### config.mk
export PLATFORM = sky130hd
export DESIGN_NAME = dmem_arbiter_flat
export DESIGN_NICKNAME = d
export VERILOG_FILES = /design/src/rtl/dmem_arbiter_if.sv /design/src/rtl/dmem_arbiter.sv /design/src/flat_wrapper.sv
export SDC_FILE = /design/constraint.sdc
export NUM_CORES = 1
export LEC_CHECK = 0
export ABC_AREA = 1
export ABC_CLOCK_PERIOD_IN_PS = 2020
export CAP_MARGIN = 20
export CELL_PAD_IN_SITES_DETAIL_PLACEMENT = 1
export CELL_PAD_IN_SITES_GLOBAL_PLACEMENT = 2
export CORE_MARGIN = 2
export CORE_UTILIZATION = 10
export DETAILED_ROUTE_END_ITERATION = 12
export HOLD_SLACK_MARGIN = 0.12
export MAX_ROUTING_LAYER = met4
export PLACE_DENSITY_LB_ADDON = 0.05
export SLEW_MARGIN = 40
export SYNTH_ARGS = -nofsm -noshare
export SYNTH_HDL_FRONTEND = slang
export SYNTH_SLANG_ARGS = --single-unit
### constraint.sdc
create_clock -name clk -period 2.02 [get_ports clk]
set_input_delay 0.303 -clock clk [delete_from_list [all_inputs] [get_ports clk]]
set_output_delay 0.303 -clock clk [all_outputs]
set_load 0.005 [all_outputs]
### src/rtl/dmem_arbiter_if.sv
// -----------------------------------------------------------------------------
// dmem_arbiter_if
//   One requester's view of the DMEM arbiter: an independent write channel and
//   read channel, each with a valid/ready handshake, plus the read response.
//
//   master modport : requester side (drives requests, receives ready/response)
//   slave modport  : arbiter side
//
//   wr_valid  write request, held stable until wr_ready
//   wr_addr   byte address of the write
//   wr_data   write data
//   wr_ready  write granted this cycle (combinational)
//   rd_valid  read request, held stable until rd_ready
//   rd_addr   byte address of the read
//   rd_ready  read accepted this cycle (combinational)
//   rd_rvalid read data valid, one cycle after acceptance
//   rd_data   read data, zero while rd_rvalid is low
// -----------------------------------------------------------------------------
interface dmem_arbiter_if #(
  parameter int DATA_W = 32
);
  logic              wr_valid;
  logic [31:0]       wr_addr;
  logic [DATA_W-1:0] wr_data;
  logic              wr_ready;
  logic              rd_valid;
  logic [31:0]       rd_addr;
  logic              rd_ready;
  logic              rd_rvalid;
  logic [DATA_W-1:0] rd_data;

  modport master (
    output wr_valid, wr_addr, wr_data, rd_valid, rd_addr,
    input  wr_ready, rd_ready, rd_rvalid, rd_data
  );

  modport slave (
    input  wr_valid, wr_addr, wr_data, rd_valid, rd_addr,
    output wr_ready, rd_ready, rd_rvalid, rd_data
  );
endinterface

### src/rtl/dmem_arbiter.sv
// -----------------------------------------------------------------------------
// dmem_arbiter
//   Two-requester arbiter in front of the simple-dual-port data RAM (one write
//   port, one read port). The write and read channels are arbitrated
//   independently, each with 1-bit round-robin state, so one write and one
//   read can be serviced every cycle. Only byte addresses with
//   addr[31:16] == 0 decode to DMEM; other requests are never granted.
//
//   Optional feature macro: DMEM_ARB_FWD_EN
//     defined   : a read accepted in the same cycle as a write to the same word
//                 returns the new write data (bypasses the read-first RAM).
//     undefined : such a read returns the old RAM contents.
//
// Ports
//   clk        single clock for the arbiter and the RAM
//   rst        synchronous, active-high reset
//   m0, m1     requester interfaces (m0 = core LSU, m1 = DMA/debug)
//   ram_we     RAM write enable (all byte lanes)
//   ram_waddr  RAM write word address
//   ram_wdata  RAM write data
//   ram_raddr  RAM read word address (holds its value when no read is issued)
//   ram_rdata  RAM read data, valid one cycle after ram_raddr
// -----------------------------------------------------------------------------
module dmem_arbiter #(
  parameter int DATA_W = 32,
  parameter int ADDR_W = 13,
  parameter int RD_LAT = 1
) (
  input  logic                clk,
  input  logic                rst,
  dmem_arbiter_if.slave       m0,
  dmem_arbiter_if.slave       m1,
  output logic                ram_we,
  output logic [ADDR_W-1:0]   ram_waddr,
  output logic [DATA_W-1:0]   ram_wdata,
  output logic [ADDR_W-1:0]   ram_raddr,
  input  logic [DATA_W-1:0]   ram_rdata
);

  // The response path below is built for a single-cycle RAM only.
  if (RD_LAT != 1) begin : g_rd_lat_check
    $error("dmem_arbiter: only RD_LAT == 1 is supported");
  end

  // ---------------------------------------------------------------------------
  // Address decode
  // ---------------------------------------------------------------------------
  logic [1:0] wr_req;
  logic [1:0] rd_req;

  assign wr_req[0] = m0.wr_valid && (m0.wr_addr[31:16] == 16'h0000);
  assign wr_req[1] = m1.wr_valid && (m1.wr_addr[31:16] == 16'h0000);
  assign rd_req[0] = m0.rd_valid && (m0.rd_addr[31:16] == 16'h0000);
  assign rd_req[1] = m1.rd_valid && (m1.rd_addr[31:16] == 16'h0000);

  // Byte-offset bits and the unused top of the DMEM window never reach the RAM.
  logic unused_addr_bits;
  assign unused_addr_bits = ^{m0.wr_addr, m1.wr_addr, m0.rd_addr, m1.rd_addr};

  // ---------------------------------------------------------------------------
  // Round-robin grant
  // ---------------------------------------------------------------------------
  logic       wr_last;
  logic       rd_last;
  logic [1:0] wr_gnt;
  logic [1:0] rd_gnt;

  // On a conflict the requester that did not win last time is granted.
  // last == 1 favours m0, last == 0 favours m1.
  function automatic logic [1:0] rr_pick(input logic [1:0] req, input logic last);
    logic [1:0] gnt;
    gnt = req;
    if (req == 2'b11) gnt = last ? 2'b01 : 2'b10;
    return gnt;
  endfunction

  // NOTE: every signal written in always_comb gets a value on every path
  // (here via the first assignment), so no latch can be inferred.
  always_comb begin
    wr_gnt = 2'b00;
    rd_gnt = 2'b00;
    if (!rst) begin
      wr_gnt = rr_pick(wr_req, wr_last);
      rd_gnt = rr_pick(rd_req, rd_last);
    end
  end

  assign m0.wr_ready = wr_gnt[0];
  assign m1.wr_ready = wr_gnt[1];
  assign m0.rd_ready = rd_gnt[0];
  assign m1.rd_ready = rd_gnt[1];

  // ---------------------------------------------------------------------------
  // Write channel: the write completes in the grant cycle.
  // ---------------------------------------------------------------------------
  logic wr_fire;
  logic wr_sel;

  assign wr_fire   = |wr_gnt;
  assign wr_sel    = wr_gnt[1];
  assign ram_we    = wr_fire;
  assign ram_waddr = wr_sel ? m1.wr_addr[ADDR_W+1:2] : m0.wr_addr[ADDR_W+1:2];
  assign ram_wdata = wr_sel ? m1.wr_data : m0.wr_data;

  // ---------------------------------------------------------------------------
  // Read channel
  // ---------------------------------------------------------------------------
  logic              rd_fire;
  logic              rd_sel;
  logic [ADDR_W-1:0] rd_word;
  logic [ADDR_W-1:0] raddr_q;
  logic              rd_pend;
  logic              rd_own;

  assign rd_fire   = |rd_gnt;
  assign rd_sel    = rd_gnt[1];
  assign rd_word   = rd_sel ? m1.rd_addr[ADDR_W+1:2] : m0.rd_addr[ADDR_W+1:2];
  assign ram_raddr = rd_fire ? rd_word : raddr_q;

  // NOTE: sequential state uses non-blocking assignments so every register
  // samples the pre-edge values regardless of statement order.
  always_ff @(posedge clk) begin
    if (rst) begin
      wr_last <= 1'b1;
      rd_last <= 1'b1;
      rd_pend <= 1'b0;
      rd_own  <= 1'b0;
      raddr_q <= '0;
    end else begin
      if (wr_fire) wr_last <= wr_sel;
      if (rd_fire) begin
        rd_last <= rd_sel;
        rd_own  <= rd_sel;
        raddr_q <= rd_word;
      end
      rd_pend <= rd_fire;
    end
  end

  // ---------------------------------------------------------------------------
  // Read response: one cycle after acceptance, to the owner only.
  // ---------------------------------------------------------------------------
  logic              rsp_valid;
  logic [DATA_W-1:0] rsp_data;

  // A response due in a reset cycle is dropped outright.
  assign rsp_valid = rd_pend && !rst;

`ifdef DMEM_ARB_FWD_EN
  logic              fwd_hit_q;
  logic [DATA_W-1:0] fwd_data_q;

  always_ff @(posedge clk) begin
    if (rst) begin
      fwd_hit_q <= 1'b0;
    end else begin
      fwd_hit_q <= wr_fire && rd_fire && (ram_waddr == rd_word);
    end
  end

  // NOTE: data-path registers are left out of reset; fwd_hit_q alone
  // qualifies fwd_data_q, so its power-up value is never observed.
  always_ff @(posedge clk) begin
    if (wr_fire) fwd_data_q <= ram_wdata;
  end

  assign rsp_data = fwd_hit_q ? fwd_data_q : ram_rdata;
`else
  assign rsp_data = ram_rdata;
`endif

  assign m0.rd_rvalid = rsp_valid && !rd_own;
  assign m1.rd_rvalid = rsp_valid &&  rd_own;
  assign m0.rd_data   = (rsp_valid && !rd_own) ? rsp_data : '0;
  assign m1.rd_data   = (rsp_valid &&  rd_own) ? rsp_data : '0;

endmodule

### src/flat_wrapper.sv
// flat-port wrapper written by rule: the top's interface ports become plain ports
module dmem_arbiter_flat 
#(
  parameter int DATA_W = 32,
  parameter int ADDR_W = 13,
  parameter int RD_LAT = 1
)
  (clk, rst, ram_we, ram_waddr, ram_wdata, ram_raddr, ram_rdata, m0_wr_valid, m0_wr_addr, m0_wr_data, m0_rd_valid, m0_rd_addr, m0_wr_ready, m0_rd_ready, m0_rd_rvalid, m0_rd_data, m1_wr_valid, m1_wr_addr, m1_wr_data, m1_rd_valid, m1_rd_addr, m1_wr_ready, m1_rd_ready, m1_rd_rvalid, m1_rd_data);
  dmem_arbiter_if #(.DATA_W(DATA_W)) m0_i ();
  dmem_arbiter_if #(.DATA_W(DATA_W)) m1_i ();
  input  logic clk;
  input  logic rst;
  output logic ram_we;
  output logic [ADDR_W-1:0] ram_waddr;
  output logic [DATA_W-1:0] ram_wdata;
  output logic [ADDR_W-1:0] ram_raddr;
  input  logic [DATA_W-1:0] ram_rdata;
  input wire logic [$bits(m0_i.wr_valid)-1:0] m0_wr_valid;
  input wire logic [$bits(m0_i.wr_addr)-1:0] m0_wr_addr;
  input wire logic [$bits(m0_i.wr_data)-1:0] m0_wr_data;
  input wire logic [$bits(m0_i.rd_valid)-1:0] m0_rd_valid;
  input wire logic [$bits(m0_i.rd_addr)-1:0] m0_rd_addr;
  output wire logic [$bits(m0_i.wr_ready)-1:0] m0_wr_ready;
  output wire logic [$bits(m0_i.rd_ready)-1:0] m0_rd_ready;
  output wire logic [$bits(m0_i.rd_rvalid)-1:0] m0_rd_rvalid;
  output wire logic [$bits(m0_i.rd_data)-1:0] m0_rd_data;
  input wire logic [$bits(m1_i.wr_valid)-1:0] m1_wr_valid;
  input wire logic [$bits(m1_i.wr_addr)-1:0] m1_wr_addr;
  input wire logic [$bits(m1_i.wr_data)-1:0] m1_wr_data;
  input wire logic [$bits(m1_i.rd_valid)-1:0] m1_rd_valid;
  input wire logic [$bits(m1_i.rd_addr)-1:0] m1_rd_addr;
  output wire logic [$bits(m1_i.wr_ready)-1:0] m1_wr_ready;
  output wire logic [$bits(m1_i.rd_ready)-1:0] m1_rd_ready;
  output wire logic [$bits(m1_i.rd_rvalid)-1:0] m1_rd_rvalid;
  output wire logic [$bits(m1_i.rd_data)-1:0] m1_rd_data;
  assign m0_i.wr_valid = m0_wr_valid;
  assign m0_i.wr_addr = m0_wr_addr;
  assign m0_i.wr_data = m0_wr_data;
  assign m0_i.rd_valid = m0_rd_valid;
  assign m0_i.rd_addr = m0_rd_addr;
  assign m0_wr_ready = m0_i.wr_ready;
  assign m0_rd_ready = m0_i.rd_ready;
  assign m0_rd_rvalid = m0_i.rd_rvalid;
  assign m0_rd_data = m0_i.rd_data;
  assign m1_i.wr_valid = m1_wr_valid;
  assign m1_i.wr_addr = m1_wr_addr;
  assign m1_i.wr_data = m1_wr_data;
  assign m1_i.rd_valid = m1_rd_valid;
  assign m1_i.rd_addr = m1_rd_addr;
  assign m1_wr_ready = m1_i.wr_ready;
  assign m1_rd_ready = m1_i.rd_ready;
  assign m1_rd_rvalid = m1_i.rd_rvalid;
  assign m1_rd_data = m1_i.rd_data;
  dmem_arbiter #(.DATA_W(DATA_W), .ADDR_W(ADDR_W), .RD_LAT(RD_LAT)) u_core (.clk(clk), .rst(rst), .m0(m0_i), .m1(m1_i), .ram_we(ram_we), .ram_waddr(ram_waddr), .ram_wdata(ram_wdata), .ram_raddr(ram_raddr), .ram_rdata(ram_rdata));
endmodule
After elaboration in Yosys (flattened, before gate mapping)

Index checks and enable logic that the tools add are counted.

Memories kept: 0
Memory bits (read-only): 0
Input port bits: 230
Word-level logic and storage cells: 34
Bits in writable memories: 0
Flip-flop bits (word level): 17
Latch bits: 0
Output and inout port bits: 129

Bitwise operators: 0
Div/mod/pow operators: 0
Multiplexer cells: 12
$mul: 0
Shifts and indexed selects: 0
$add $sub $neg: 0
Order comparisons: 0
Reductions and logical operators: 15
Eq/ne operators: 2

Operators by type and width:

| kind               | count |
|---|---|
| $mux 32            | 3 |
| $logic_not 16->1   | 4 |
| $mux 13            | 3 |
| $mux 2             | 6 |
| $logic_and 1x1->1  | 7 |
| $eq 2x2->1 const B | 2 |
| $reduce_or 2->1    | 2 |
| $logic_not 1->1    | 2 |

Logic depth before layout (Yosys ltp)

Gate-level depths: netlist of run 1.

Depth in word-level cells: 7
Depth in mapped cells: 11
Mapped depth without buffers: 10

Worst setup path before layout of run 1

OpenSTA, ideal clock, no wires.

Path kind: input to output
From: in m1_wr_addr[23]
To: out ram_waddr[0]
Path buffers: 1
Required time: 1.717 ns
Data arrival time: 1.395 ns
Setup slack: 0.322 ns
Stages on the path: 7
Path through: or2_1 nor3_2 nand4_1 nor2_4 buf_2 nand3_1 nand2_1

Longest elaborated chain between the ends: 6

Ends and longest elaborated chain:

| element             | line                | RTL |
|---|---|---|
| start, declared     | flat_wrapper.sv:28  | `input wire logic [$bits(m1_i.wr_addr)-1:0] m1_wr_addr;` |
| $logic_not 16->1 *  | dmem_arbiter.sv:52  | `assign wr_req[1] = m1.wr_valid && (m1.wr_addr[31:16] == 16'h0000);` |
| $logic_and 1x1->1 * | dmem_arbiter.sv:52  |  |
| $eq 2x2->1          | dmem_arbiter.sv:73  | `if (req == 2'b11) gnt = last ? 2'b01 : 2'b10;` |
| $mux 2 *            | dmem_arbiter.sv:73  |  |
| $mux 2 *            | dmem_arbiter.sv:82  | `if (!rst) begin` |
| $mux 13 *           | dmem_arbiter.sv:102 | `assign ram_waddr = wr_sel ? m1.wr_addr[ADDR_W+1:2] : m0.wr_addr[ADDR_W+1:2];` |
| end, declared       | flat_wrapper.sv:14  | `output logic [ADDR_W-1:0] ram_waddr;` |

Every way passes the cells marked *; elsewhere a longest branch is shown, timed or not.

Final worst setup path of run 1

From: in m1_wr_addr[26]
To: out ram_wdata[9]

Longest elaborated chain between the ends: 6

Ends and longest elaborated chain:

| element             | line                | RTL |
|---|---|---|
| $logic_not 16->1 *  | dmem_arbiter.sv:52  |  |
| $logic_and 1x1->1 * | dmem_arbiter.sv:52  |  |
| $eq 2x2->1          | dmem_arbiter.sv:73  |  |
| $mux 2 *            | dmem_arbiter.sv:73  |  |
| $mux 2 *            | dmem_arbiter.sv:82  |  |
| $mux 32 *           | dmem_arbiter.sv:103 | `assign ram_wdata = wr_sel ? m1.wr_data : m0.wr_data;` |
| end, declared       | flat_wrapper.sv:15  | `output logic [DATA_W-1:0] ram_wdata;` |

Marked as above.

==> metrics.txt, run 1 <==
H-tree depth=1; failing checks=negative setup slack; Max Fclk=0.448 GHz; pin count of the biggest net entering global routing=21; effective utilization at floorplan=10.1%; Syn Area/Cell=5.13 sq um; Slew @ Worst Pin=0.231 ns; Critical Path Sink Type=primary output; I/O Pins=roughly 360; worst-path fanout max=5; Clk pin slew, worst setup/hold paths=0.05 ns; TritonCTS buffer count=3; drc violations=0; combinational share of power=45.6%; CORE AREA=0.0225 sq mm; final critical-path share of the clock period=110%; initial antenna violation count=3; Sink Count=17; Final ANT Viol Nets=0; final clock skew=between 0.005 and 0.006 ns; layout cells sized above 1=between 40% and 50%; Core Util, Final=35.0%; drt total wl=roughly 20000 um; sequential share of power=24.4%; Power Dens Cells=between 150 and 200 mW/mm^2; Fin Setup TNS=-4.40 ns; #FFs+latches synth=17; Synth Cell Area=0.00227 sq mm; DR pass1 iterations=4; GPL Wtd Cong=0.797; RSZ-0062 raised after global routing=yes; vias in the first global route=4993; Post-DP HPWL=between 10000 and 15000 um; Net Sw Frac=between 20% and 30%; sw power=350 uW; design area=0.00788 sq mm; Layout Nets=about 1100; Max Cap Viol=0; Slew headroom=84.6%; sequential-to-total area share from yosys stat=between 10% and 20%; VDD IR-drop max=0.000347 V; Setup violations, final=45; Area after DPL=0.00637 sq mm; crit path kind=primary input to primary output; Worst EP required=1.72 ns; Worst Hold Slack=0.484 ns; DRT iter0 DRCs=130; post-route minimum period=2.23 ns; Critical Path Start Type=primary input; Fill cells=2736; die area=~0.024 sq mm; setup slack after layout=-0.210 ns; Worst-Skew Late Latency=0.25 ns; number of synthesis warnings=0; status=finished with violations; Internal Power=1.02 mW; Final Hold Fails=0; Clock Path Buffers=2; average vias per placed instance=3.96; port buffer count=346; clock tree from TritonCTS=done; overall power=1.37 mW; FP Rows=55; Mapped Cells=443; CP Data Arrival Time=1.93 ns; total track usage=16.3%; Yosys cell types=29; Slew Limit Fails=0; die height=roughly 150 um; Clock Power Share=30.0%; clk root buf=clkbuf_16; P_leak=3.86 nW; global-route wire length before repair=between 20000 and 30000 um; Area Overhead vs Synth=247%; Die X=approximately 150 um; DR WL/cell=16.9 um; Mapped Nets=just under 700; min-delay worst type=primary input to register; vias=4745; grt total ovfl=0
==> state kept, by name (all words and copies together), names as in the netlist <==
signal / flops
u_core.wr_last: 1
u_core.rd_own: 1
u_core.rd_pend: 1
u_core.rd_last: 1
u_core.raddr_q: 13
==> power by group through the flow <==
stage	logic (mW)	registers (mW)	clock network, mW
after floorplan	0.0969	0.343	0
after global routing	0.679	0.335	0.437
after CTS	0.598	0.335	0.424
final	0.626	0.335	0.412
after global placement	0.642	0.343	0
after detailed placement	0.648	0.343	0
==> repair_timing <==
action	4_1_cts	5_1_grt
gates resized for setup	636	159
endpoints found under the setup margin	129	86
pin swaps	67	76
setup buffers	74	35
hold buffers	0	0
cloned	15	1
==> Yosys cell counts <==
library cell  count  area share [%]
nor2_2            2            0.55
inv_2             1            0.17
nor3b_1           3            0.99
nor2_4            3             1.5
buf_2             5             1.1
nand4_2           2             1.1
nor3_1            2            0.44
or2_1             3            0.83
buf_6             5             2.5
nand3_2           1            0.44
nor2_1           98              16
inv_1            50             8.3
clkbuf_1         12             2.0
nand2_1         128              21
dfxtp_1          17              15
and3_1            1            0.28
a211o_1           1            0.39
nand4_4           2             1.9
nand2_4           1            0.50
nand4_1           2            0.55
nand2_2           2            0.55
a21oi_1           7             1.5
nor3_2            1            0.44
nand3_1          81              18
buf_4             3            0.99
o21ai_0           2            0.44
nor4_1            1            0.28
nor3b_2           1            0.55
or2_2             6             1.7
==> per-stage QoR <==
| stage | worst slack [ns] | cells |
|---|---|---|
| floorplan | 0.322 | 443 |
| global placement | -1.01 | 1096 |
| detailed placement | -0.929 | 1096 |
| CTS | -0.540 | 1188 |
| global route | -0.336 | 1198 |
| finish | -0.210 | 1198 |
==> critical path, stage by stage <==
cell and delay (ns):
buf_2 0.11, nor4_4 0.26, nand4_1 0.24, nor2_4 0.19
buf_6 0.13, nand2_8 0.06, buf_8 0.14, buf_16 0.14
buf_8 0.12, nand2_4 0.05, nand2_4 0.05, buf_6 0.11
==> kinds of logic after synthesis <==
| family | share of synthesized area [%] |
|---|---|
| flops | 15.0 |
| buf+inv | 15.0 |
| simple gates | 67.7 |
| compound gates | 2.37 |
==> worst paths after layout <==
check | from | to | slack (ns) | cells past startpoint
setup / recovery | m1_wr_addr[26] | ram_wdata[9] | -0.21 | 12
hold / removal | rst | u_core.wr_last$_SDFFE_PP1P_ | 0.48 | 4
hold reg to reg | u_core.rd_own$_SDFFE_PP0P_ | u_core.rd_own$_SDFFE_PP0P_ | 0.52 | 2
setup reg to reg | u_core.rd_last$_SDFFE_PP1P_ | u_core.raddr_q[5]$_SDFF_PP0_ | 0.21 | 13
==> area by class of cell <==
class | count | area, sq um | share of cell area, %
multi-input combinational | 351 | 2290 | 29.1
antenna | 3 | 7.51 | 0.0953
sequential | 17 | 343 | 4.35
clock inverter | 1 | 5.00 | 0.0635
timing repair buffer | 487 | 4600 | 58.4
clock buffer | 3 | 75.1 | 0.953
tap | 285 | 357 | 4.53
inverter | 51 | 194 | 2.46
==> placed cells by master, fill, tap and decap left out, types with 2 or more instances in the layout <==
cell             count
a21oi_1              7
clkdlybuf4s15_1     11
inv_2                9
nand3_2             35
nor3_2               2
clkdlybuf4s50_1    170
buf_8                5
nand2_1             67
buf_16               9
nand4_4              4
inv_1               41
or2_4                5
buf_12              13
or2_2                3
nor2_1              80
dlygate4sd2_1       47
nor2_4              10
dfxtp_1             15
nor2_2              13
nand2_2             48
nor3b_2              3
nand3_4              8
buf_2               89
nand2_4             14
nand3_1             39
clkbuf_16            4
clkbuf_2             9
nand4_1              2
diode_2              3
buf_6               67
dfxtp_2              2
buf_4               64
nand2_8              3
==> routing by layer <==
layer	up-vias	track usage, %	wire length (um)
met5	-	-	0
met4	0	2.56	120
met3	10	3.59	1330
met2	190	31.1	11100
met1	2225	17.6	7700
li1	2320	-	-
Power figures use the tool's default switching activity.
==> run 2: changes to the inputs <==
--- a/config.mk
+++ b/config.mk
@@ -6,12 +6,13 @@
 export NUM_CORES = 1
 export LEC_CHECK = 0
 export ABC_AREA = 1
-export ABC_CLOCK_PERIOD_IN_PS = 2020
+export ABC_CLOCK_PERIOD_IN_PS = 2800
 export CAP_MARGIN = 20
 export CELL_PAD_IN_SITES_DETAIL_PLACEMENT = 1
 export CELL_PAD_IN_SITES_GLOBAL_PLACEMENT = 2
 export CORE_MARGIN = 2
 export CORE_UTILIZATION = 10
+export CTS_CLUSTER_SIZE = 25
 export DETAILED_ROUTE_END_ITERATION = 12
 export HOLD_SLACK_MARGIN = 0.12
 export MAX_ROUTING_LAYER = met4
==> constraint.sdc (replaced) <==
create_clock -name clk -period 2.8 [get_ports clk]
set_input_delay 0.42 -clock clk [delete_from_list [all_inputs] [get_ports clk]]
set_output_delay 0.42 -clock clk [all_outputs]
set_load 0.005 [all_outputs]
==> run 2 against run 1 <==
The run now ends clean; combinational power fell by 30%; first-iteration DRC count is 24% higher; cell count fell by 5.6%; non-clock buffer count is 63 lower; wire length shrank 13%; clock power is 26% lower; clock-buffer cell count did not move; sequential power is 28% lower; register-to-register slack better by 1.4 ns; hold slack gained 0.014 ns; largest cell class unchanged; largest power group unchanged.
==> metrics.txt, run 2 (synthesis results as in run 1) <==
P_leak=3.30 nW (-15%); antenna cells=0 (-3); Worst-Skew Late Latency=0.26 ns (about the same); Slew @ Worst Pin=0.286 ns (+0.0548 ns); post-place setup slack=-0.483 ns (+0.445 ns); initial antenna violation count=0 (-3); Slew Limit Fails=0 (unchanged); average vias per placed instance=3.85 (-2.8%); Clk pin slew, worst setup/hold paths=0.06 ns (about the same); CP Data Arrival Time=2.29 ns (+0.36 ns); cell family with most CP delay=buffers and inverters; overall power=986 uW (-28%); worst-path fanout max=5 (unchanged); DR WL/cell=15.5 um (-8.0%); die area=0.0239 sq mm (unchanged); DRT iter0 DRCs=161 (+24%); final clock skew=0.00574 ns (+0.0000841 ns); grt total ovfl=0 (unchanged); Setup violations, final=0 (-100%); Crit. path cell count=14 (+2); clk root buf=clkbuf_16; worst flop-to-flop path startpoint=u_core.rd_last$_SDFFE_PP1P_; layout cells sized above 1=17.0% (-30 points); Max Fclk=0.369 GHz; Layout Nets=1077 (-5.6%); post-route minimum period=about 2.7 ns; Sink Count=17 (unchanged); port buffer count=346 (unchanged); slowest cell on the critical path=clkdlybuf4s50_1; Final ANT Viol Nets=0 (unchanged); area of the multi-input gates=0.00168 sq mm (-27%); Post-DP HPWL=14100 um (-0.79%); status=finished, final reports clean; drt total wl=17500 um (-13%); I/O Pins=359 (unchanged); RSZ-0062 raised after global routing=yes; GPL Wtd Cong=0.795 (-0.26%); die height=155 um (unchanged); Clock Path Buffers=2 (unchanged); most frequent cells in the layout=clkdlybuf4s50_1 (273), nand2_1 (125), nor2_1 (94); Cells on Worst Hold Path=2 (-2); setup slack after layout=0.0910 ns (+0.301 ns); global-route wire length before repair=26400 um (-10%); hold_sp=u_core.rd_own$_SDFFE_PP0P_; total track usage=14.3% (-2.0 points); vias=4353 (-8.3%); max reg flops=13 (unchanged); min-delay worst type=register to register; Fill cells=2781 (+1.6%); commonest non-fill, non-tap cell in the layout=clkdlybuf4s50_1; crit path kind=primary input to primary output; Final Hold Fails=0 (unchanged); TritonCTS buffer count=3 (unchanged); sequential cell area=340 sq um (-0.73%); Worst R2R Path Depth=8 (-5); Critical Path Start Type=primary input; Slew headroom=81.0% (-3.6 points); Max Cap Viol=0 (unchanged); final critical-path share of the clock period=96.7%; VDD IR-drop max=0.000177 V (-49%); Core Util, Final=30.5% (-4.5 points); Die X=155 um (unchanged); hold buffer count at CTS=0 (unchanged); Critical Path Sink Type=primary output; Area Overhead vs Synth=202%; DR pass1 iterations=4 (unchanged); clock tree from TritonCTS=done; critical path cell sequence=clkdlybuf4s50_1 > nor2_1 > nand2_1 > nor2_2 > nand3_2 > nor2_4 > buf_4 > buf_6 > buf_4 > nand3_1 > nand3_1 > nand2_2 > inv_2 > dlygate4sd2_1; CORE AREA=0.0225 sq mm (unchanged); largest register by flop count=u_core.raddr_q; CP bufs+invs=6 (unchanged); pin count of the biggest net entering global routing=41 (+95%); H-tree depth=1 (unchanged); Power Dens Cells=144 mW/mm^2 (-17%); worst stage delay on the critical path=0.41 ns (+0.15 ns); FP Rows=55 (unchanged); drc violations=0 (unchanged); effective utilization at floorplan=10.1% (unchanged); Worst EP required=2.38 ns (+0.66 ns); Critical Path Start=m1_rd_addr[21]; vias in the first global route=4605 (-7.8%)
-- run 2: changes by cell type in the layout (fill, tap and decap cells not counted), moves of 9 or more --
cell             previous run  this run
clkdlybuf4s50_1           170       273
buf_2                      89        20
nand2_1                    67       125
buf_6                      67        12
nand2_2                    48         4
nand3_1                    39        78
nand3_2                    35         4
dlygate4sd2_1              47        30
buf_4                      64        48
nor2_1                     80        94
nand2_4                    14         1
inv_1                      41        50
nor2_2                     13         4
-- run 2: where the power goes --
group          leakage [nW]  internal [mW]  switching (mW)
combinational          3.12          0.318           0.121
sequential            0.137          0.242      0.00000140
clock                0.0371          0.193           0.113
total                  3.30          0.753           0.233
-- run 2: layer usage --
layer / part of all wire, % / vias to the layer above / GRT usage, %
met4: 0.30 / 0 / 1.01
met3: 5.9 / 4 / 2.63
met1: 41 / 1989 / 16.3
li1: - / 2187 / -
met2: 53 / 173 / 27.1
met5: 0 / - / -
-- run 2: layout make-up --
type | instances | area share (%)
clock inverters | 1 | 0.110
multi-input cells | 350 | 24.6
repair buffers | 424 | 61.3
clock buffers | 3 | 1.10
well taps | 285 | 5.20
flip-flops and latches | 17 | 4.97
inverters | 51 | 2.79
-- run 2: worst paths after layout --
check	endpoint	slack, ns
min reg2reg	u_core.rd_own$_SDFFE_PP0P_	0.50
max	ram_raddr[10]	0.09
min	u_core.rd_own$_SDFFE_PP0P_	0.50
max reg2reg	u_core.raddr_q[10]$_SDFF_PP0_	1.56
-- run 2: repair_timing --
| item | 4_1_cts | 5_1_grt |
|---|---|---|
| setup endpoints to repair | 61 | 50 |
| resized for setup | 166 | 33 |
| cloned | 5 | 0 |
| setup buffers | 24 | 3 |
| pin swaps | 22 | 15 |
-- run 2: stage by stage --
stage / hold slack [ns] / TNS (ns) / instance area, sq um / instances
after floorplan: 0.455 / 0 / 2270 / 443
after global placement: 0.480 / -16.77 / 6390 / 1097
after detailed placement: 0.486 / -20.89 / 6390 / 1097
after CTS: 0.505 / -0.0984 / 6820 / 1129
after global routing: 0.541 / -0.0707 / 6850 / 1131
final: 0.498 / 0 / 6850 / 1131
-- run 2: worst reg2reg max path, stage by stage, from the launching register on --
cell,delay [ns]
dfxtp_1,0.39
nand4_4,0.12
nand2_2,0.11
buf_6,0.14
nand2_1,0.06
nand3_1,0.10
nand2_2,0.07
buf_4,0.12
nor2_1,0.07
